`src/rtl/arith_pkg.sv`:
```
// ---------------------------------------------------------------------------
// arith_pkg
// Shared definitions for the small arithmetic blocks:
//   - state encoding of the iterative divider FSM (IDLE/RUN/FIN)
//   - default operand width
//   - count_width(): bits needed to hold a step count of 0..w,
//     i.e. clog2(w+1)
// ---------------------------------------------------------------------------
package arith_pkg;

    localparam int DEFAULT_WIDTH = 4;

    typedef enum logic [1:0] {
        IDLE = 2'd0,
        RUN  = 2'd1,
        FIN  = 2'd2
    } div_state_e;

    // Number of bits required to represent the value w (clog2(w+1)).
    function automatic int count_width(input int w);
        int bits;
        int val;
        bits = 0;
        val  = w;
        while (val > 0) begin
            bits = bits + 1;
            val  = val >> 1;
        end
        if (bits == 0) begin
            bits = 1;
        end else begin
            bits = bits;
        end
        return bits;
    endfunction

endpackage

```
`src/rtl/add_sub_nbit.sv`:
```
// ---------------------------------------------------------------------------
// add_sub_nbit
// Parameterised ripple-carry adder/subtractor.
//   op_i = 0 : sum_o = a_i + b_i
//   op_i = 1 : sum_o = a_i - b_i  (B inverted, carry-in 1)
// Ports:
//   a_i    [N-1:0]  operand A
//   b_i    [N-1:0]  operand B
//   op_i            0 = add, 1 = subtract (also the carry-in)
//   sum_o  [N-1:0]  result
//   cout_o          carry out; in subtract mode 1 means "no borrow" (A >= B)
// Purely combinational.
// ---------------------------------------------------------------------------
module add_sub_nbit #(
    parameter int N = 5
) (
    input  logic [N-1:0] a_i,
    input  logic [N-1:0] b_i,
    input  logic         op_i,
    output logic [N-1:0] sum_o,
    output logic         cout_o
);

    logic         carry_s;
    logic         b_x_s;
    logic [N-1:0] sum_s;

    // Ripple carry chain; B is conditionally inverted by op, op is carry-in.
    always_comb begin
        carry_s = op_i;
        b_x_s   = 1'b0;
        sum_s   = {N{1'b0}};
        for (int i = 0; i < N; i++) begin
            b_x_s    = b_i[i] ^ op_i;
            sum_s[i] = a_i[i] ^ b_x_s ^ carry_s;
            carry_s  = (a_i[i] & b_x_s) | (a_i[i] & carry_s) | (b_x_s & carry_s);
        end
        sum_o  = sum_s;
        cout_o = carry_s;
    end

endmodule

```
`src/rtl/restoring_div4.sv`:
```
// ---------------------------------------------------------------------------
// restoring_div4
// Iterative unsigned restoring divider with start/done handshake.
// One quotient bit is produced per cycle by trial subtraction on a
// WIDTH+1 bit subtractor (add_sub_nbit fixed in subtract mode).
// Ports:
//   clk_i                      rising-edge clock
//   rst_i                      synchronous active-high reset
//   start_i                    request, only honoured in IDLE
//   dividend_i    [WIDTH-1:0]  dividend, latched on accepted start
//   divisor_i     [WIDTH-1:0]  divisor, latched on accepted start
//   busy_o                     high while iterating (RUN)
//   done_o                     one-cycle pulse when results are valid
//   quotient_o    [WIDTH-1:0]  quotient, held until the next result
//   remainder_o   [WIDTH-1:0]  remainder, held until the next result
//   div_by_zero_o              set with done when the divisor was 0
// All outputs are registered.
// ---------------------------------------------------------------------------
module restoring_div4
    import arith_pkg::*;
#(
    parameter int WIDTH = DEFAULT_WIDTH
) (
    input  logic             clk_i,
    input  logic             rst_i,
    input  logic             start_i,
    input  logic [WIDTH-1:0] dividend_i,
    input  logic [WIDTH-1:0] divisor_i,
    output logic             busy_o,
    output logic             done_o,
    output logic [WIDTH-1:0] quotient_o,
    output logic [WIDTH-1:0] remainder_o,
    output logic             div_by_zero_o
);

    localparam int             CW       = count_width(WIDTH);
    localparam logic [CW-1:0]  CNT_INIT = CW'(WIDTH);
    localparam logic [CW-1:0]  CNT_ONE  = CW'(1);

    div_state_e       state_q, state_d;
    logic [WIDTH:0]   r_q, r_d;          // partial remainder
    logic [WIDTH-1:0] q_q, q_d;          // dividend shifting out / quotient shifting in
    logic [WIDTH-1:0] d_q, d_d;          // latched divisor
    logic [CW-1:0]    cnt_q, cnt_d;      // remaining steps
    logic             busy_q, busy_d;
    logic             done_q, done_d;
    logic [WIDTH-1:0] quo_q, quo_d;
    logic [WIDTH-1:0] rem_q, rem_d;
    logic             dbz_q, dbz_d;

    logic [WIDTH:0]   r_shift_s;
    logic [WIDTH-1:0] q_shift_s;
    logic [WIDTH:0]   trial_s;
    logic             no_borrow_s;
    logic [WIDTH:0]   r_next_s;
    logic [WIDTH-1:0] q_next_s;
    logic             unused_s;

    // Left shift of {R,Q}: the MSB of Q moves into the LSB of R. R is always
    // below the divisor between steps, so its top bit is 0 before the shift.
    assign r_shift_s = {r_q[WIDTH-1:0], q_q[WIDTH-1]};
    assign q_shift_s = {q_q[WIDTH-2:0], 1'b0};
    assign unused_s  = r_q[WIDTH];

    add_sub_nbit #(
        .N (WIDTH + 1)
    ) u_sub (
        .a_i    (r_shift_s),
        .b_i    ({1'b0, d_q}),
        .op_i   (1'b1),
        .sum_o  (trial_s),
        .cout_o (no_borrow_s)
    );

    // One restoring step: keep the trial difference only when there was no borrow.
    always_comb begin
        if (no_borrow_s) begin
            r_next_s = trial_s;
            q_next_s = q_shift_s | {{(WIDTH-1){1'b0}}, 1'b1};
        end else begin
            r_next_s = r_shift_s;
            q_next_s = q_shift_s;
        end
    end

    // Next-state and datapath control; every register holds unless changed.
    always_comb begin
        state_d = state_q;
        r_d     = r_q;
        q_d     = q_q;
        d_d     = d_q;
        cnt_d   = cnt_q;
        busy_d  = 1'b0;
        done_d  = 1'b0;
        quo_d   = quo_q;
        rem_d   = rem_q;
        dbz_d   = dbz_q;
        case (state_q)
            IDLE: begin
                if (start_i) begin
                    if (divisor_i != {WIDTH{1'b0}}) begin
                        d_d     = divisor_i;
                        q_d     = dividend_i;
                        r_d     = {(WIDTH+1){1'b0}};
                        cnt_d   = CNT_INIT;
                        busy_d  = 1'b1;
                        state_d = RUN;
                    end else begin
                        // Divide by zero skips the iteration entirely.
                        quo_d   = {WIDTH{1'b1}};
                        rem_d   = dividend_i;
                        dbz_d   = 1'b1;
                        done_d  = 1'b1;
                        state_d = FIN;
                    end
                end else begin
                    state_d = IDLE;
                end
            end
            RUN: begin
                r_d   = r_next_s;
                q_d   = q_next_s;
                cnt_d = cnt_q - CNT_ONE;
                if (cnt_q == CNT_ONE) begin
                    // Last step: publish results as FIN is entered.
                    quo_d   = q_next_s;
                    rem_d   = r_next_s[WIDTH-1:0];
                    dbz_d   = 1'b0;
                    done_d  = 1'b1;
                    state_d = FIN;
                end else begin
                    busy_d  = 1'b1;
                    state_d = RUN;
                end
            end
            FIN: begin
                state_d = IDLE;
            end
            default: begin
                state_d = IDLE;
            end
        endcase
    end

    // State, datapath and output registers with synchronous reset.
    always_ff @(posedge clk_i) begin
        if (rst_i) begin
            state_q <= IDLE;
            r_q     <= {(WIDTH+1){1'b0}};
            q_q     <= {WIDTH{1'b0}};
            d_q     <= {WIDTH{1'b0}};
            cnt_q   <= {CW{1'b0}};
            busy_q  <= 1'b0;
            done_q  <= 1'b0;
            quo_q   <= {WIDTH{1'b0}};
            rem_q   <= {WIDTH{1'b0}};
            dbz_q   <= 1'b0;
        end else begin
            state_q <= state_d;
            r_q     <= r_d;
            q_q     <= q_d;
            d_q     <= d_d;
            cnt_q   <= cnt_d;
            busy_q  <= busy_d;
            done_q  <= done_d;
            quo_q   <= quo_d;
            rem_q   <= rem_d;
            dbz_q   <= dbz_d;
        end
    end

    assign busy_o        = busy_q;
    assign done_o        = done_q;
    assign quotient_o    = quo_q;
    assign remainder_o   = rem_q;
    assign div_by_zero_o = dbz_q;

endmodule

```
`config.mk`:
```
export PLATFORM = sky130hd
export DESIGN_NAME = restoring_div4
export DESIGN_NICKNAME = d
export VERILOG_FILES = /design/src/rtl/arith_pkg.sv /design/src/rtl/add_sub_nbit.sv /design/src/rtl/restoring_div4.sv
export SDC_FILE = /design/constraint.sdc
export NUM_CORES = 1
export LEC_CHECK = 0
export BUFFER_PORTS_ARGS = -buffer_cell sky130_fd_sc_hd__buf_2
export CAP_MARGIN = 5
export CORE_MARGIN = 2
export CORE_UTILIZATION = 54
export DETAILED_ROUTE_END_ITERATION = 7
export GPL_TIMING_DRIVEN = 0
export PLACE_DENSITY_LB_ADDON = 0.12
export RECOVER_POWER = 100
export SLEW_MARGIN = 15
export SYNTH_ARGS = -nofsm -noshare
export SYNTH_HDL_FRONTEND = slang
export SYNTH_SLANG_ARGS = --single-unit
export TNS_END_PERCENT = 100
```
`constraint.sdc`:
```
create_clock -name clk_i -period 3.4 [get_ports clk_i]
set_clock_uncertainty 0.2 [all_clocks]
set_input_delay 0.68 -clock clk_i [delete_from_list [all_inputs] [get_ports clk_i]]
set_output_delay 0.68 -clock clk_i [all_outputs]
set_load 0.03 [all_outputs]
```
==> impl_metrics.env <==
export IMPL_max_slew_margin_pct=49.7
export IMPL_firstDrtPassIters=4
export IMPL_die_x_um=51.9
export IMPL_yosysWarnings=0
export IMPL_post_cts_resized=0
export IMPL_wire_per_inst_um=12.6
export IMPL_syn_inst=141
export IMPL_grt_ovfl_total=0
export IMPL_grt_pass1_wl_um=4220
export IMPL_via_count=1039
export IMPL_core_area_mm2=0.00219
export IMPL_cp_required_ps=3390
export IMPL_gr_usage_all_layers_pct=21.0
export IMPL_crit_fanout=6
export IMPL_drt_iter0_markers=13
export IMPL_num_io_pins=22
export IMPL_yosysSeqAreaShare_pct=42.0
export IMPL_nNetsFinal=183
export IMPL_grt_pass1_vias=953
export IMPL_synthAdderAreaFrac_pct=7.87
export IMPL_final_min_clock_period_ps=2910
export IMPL_p_leak_nw=0.519
export IMPL_post_cts_setup_buffers=0
export IMPL_drive_above_1_share_pct=13.3
export IMPL_syn_nets=158
export IMPL_fillers=199
export IMPL_synth_seq_cells=26
export IMPL_grt_max_degree=15
export IMPL_clk_latency_ps=320
export IMPL_startpoint_type="flip-flop"
export IMPL_totalWireLength_um=2430
export IMPL_crit_arrival_ps=2910
export IMPL_synth_top_family_by_area="simple AND/OR/NAND/NOR gates"
export IMPL_place_hpwl_um=1820
export IMPL_synthArstFlopShare_pct=0
export IMPL_die_height_um=51.9
export IMPL_worst_pin_slew_ps=752
export IMPL_dieArea_mm2=0.00270
export IMPL_h_tree_depth=1
export IMPL_avgViaCountPerCell=5.38
export IMPL_synth_compound_area_share_pct=21.5
export IMPL_synth_avg_cell_area_um2=8.79
export IMPL_max_cap_violations=0
export IMPL_synth_area_mm2=0.00124
export IMPL_cts_num_sinks=26
export IMPL_rsz0062_at_grt="no"
export IMPL_crit_type="flip-flop to flip-flop"
export IMPL_antenna_found_initial=0
export IMPL_final_period_utilization_pct=85.6
export IMPL_max_freq_ghz=0.343
export IMPL_antenna_cells=0
export IMPL_drc=0
export IMPL_hold_class="flip-flop to flip-flop"
export IMPL_cts_root_buffer="clkbuf_4"
export IMPL_io_buffers=20
export IMPL_drv_slew=0
export IMPL_initial_utilization_pct=56.6
export IMPL_status="complete, no violations"
export IMPL_area_growth_pct=10.3
export IMPL_setup_viol=0
export IMPL_ir_worst_vdd_mv=0.252
export IMPL_power_density_mw_per_mm2=476
export IMPL_path_clk_slew_ps=140
export IMPL_synthFlopType="dfxtp_1"
export IMPL_setup_slack_ps=488
export IMPL_ant_nets=0
export IMPL_cts_made_buffers=3
export IMPL_place_ws_ps=522
export IMPL_muxShareOfSynthArea_pct=0
export IMPL_row_count=17
export IMPL_synth_edff_count=0
export IMPL_holdBufCountCts=0
export IMPL_synth_cell_types=34
export IMPL_tns_ps=0
export IMPL_synthXorXnorAreaFrac_pct=0
export IMPL_cts_tree="built"
export IMPL_clk_path_buf_depth=2
export IMPL_endpoint_kind="flip-flop"
export IMPL_hold_violations=0
export IMPL_globalplace_congestion=0.822
export IMPL_synth_simple_area_share_pct=23.1
-- sequential cells by signal (all words and copies together), names as in the netlist --
register       flops
busy_o             1
cnt_q              3
d_q                4
div_by_zero_o      1
done_o             1
q_q                4
quotient_o         4
r_q                4
remainder_o        4
-- cells by family (layout without fill, tap and decap cells) --
| family | Yosys count | after routing |
|---|---|---|
| and+or+nand+nor | 58 | 58 |
| adders and majority gates | 6 | 6 |
| buffers and inverters | 16 | 40 |
| AOI/OAI and AO/OA | 35 | 35 |
| DFF | 26 | 26 |
-- layout by cell type (no fill, tap or decap), types with 2 or more instances in the layout --
cell type / n
fa_1: 3
clkbuf_1: 17
nand2b_1: 3
buf_2: 9
dfxtp_1: 26
nor3_1: 7
or3b_2: 2
o211ai_1: 2
clkbuf_4: 3
a311oi_2: 2
o21ai_0: 3
a211oi_1: 4
nand2_1: 19
ha_1: 3
a311oi_1: 3
inv_1: 10
nor2_1: 19
a21oi_1: 13
nor2_2: 2
-- path summary, 6_finish.rpt --
kind | from | end | slack (ps) | cells past startpoint
setup reg to reg | q_q[3]$_SDFFE_PP0P_ | remainder_o[2]$_SDFFE_PP0P_ | 490 | 12
hold / removal | d_q[0]$_SDFFE_PP0P_ | d_q[0]$_SDFFE_PP0P_ | 280 | 2
setup / recovery | q_q[3]$_SDFFE_PP0P_ | remainder_o[2]$_SDFFE_PP0P_ | 490 | 12
hold reg to reg | d_q[0]$_SDFFE_PP0P_ | d_q[0]$_SDFFE_PP0P_ | 280 | 2
-- metal layers --
metal  part of all wire [%]  wire (µm)  track usage (%)  vias to the layer above
li1                       -          -                -                      533
met1                     50       1220             29.2                      473
met2                     44       1080             33.1                       29
met3                    3.9         95             2.59                        4
met4                    1.4         34             7.89                        0
met5                      0          0                0                        -
-- report_power, final --
group / internal (mW) / switching [mW]
clock network: 0.0655 / 0.0920
registers: 0.329 / 0.0187
logic: 0.0538 / 0.0925
total: 0.448 / 0.203
-- cell usage after synthesis (2+ instances only) --
master,count,area [µm²]
a211oi_1,4,30.0
a311oi_2,2,30.0
or3b_2,2,17.5
a311oi_1,3,26.3
o21ai_0,3,15.0
inv_1,10,37.5
nor3_1,7,35.0
o211ai_1,2,15.0
dfxtp_1,26,521
nand2_1,19,71.3
nor2_1,19,71.3
nor2_2,2,12.5
a21oi_1,13,65.1
fa_1,3,60.1
ha_1,3,37.5
clkbuf_1,3,11.3
nand2b_1,3,18.8
-- through the flow --
stage | hold slack [ps] | util (%) | instances | power, mW | cell area [µm²]
6_report | 280 | 62.4 | 193 | 0.651 | 1370
5_1_grt | 298 | 62.4 | 193 | 0.689 | 1370
4_1_cts | 280 | 64.4 | 193 | 0.665 | 1410
3_5_place_dp | 261 | 62.8 | 189 | 0.508 | 1380
3_3_place_gp | 249 | 62.8 | 189 | 0.504 | 1380
2_1_floorplan | 236 | - | 141 | 0.467 | 1240
-- critical path, stage by stage, from the launching register on --
cell and delay (ps):
dfxtp_1 340, inv_1 70, ha_1 150, inv_1 50
fa_1 350, inv_1 70, fa_1 160, inv_1 50
fa_1 420, or2_2 290, clkbuf_1 170, o211ai_1 310
a311oi_2 140
-- area by class of cell --
type	instances	area (µm²)	area share [%]
clock buffer	4	36.3	2.65
sequential	26	520	38.1
timing repair buffer	20	85.1	6.22
tap	28	35.0	2.56
inverter	10	37.5	2.74
buffer	6	23.8	1.74
multi-input combinational	99	629	46.0
Power figures use the tool's default switching activity.
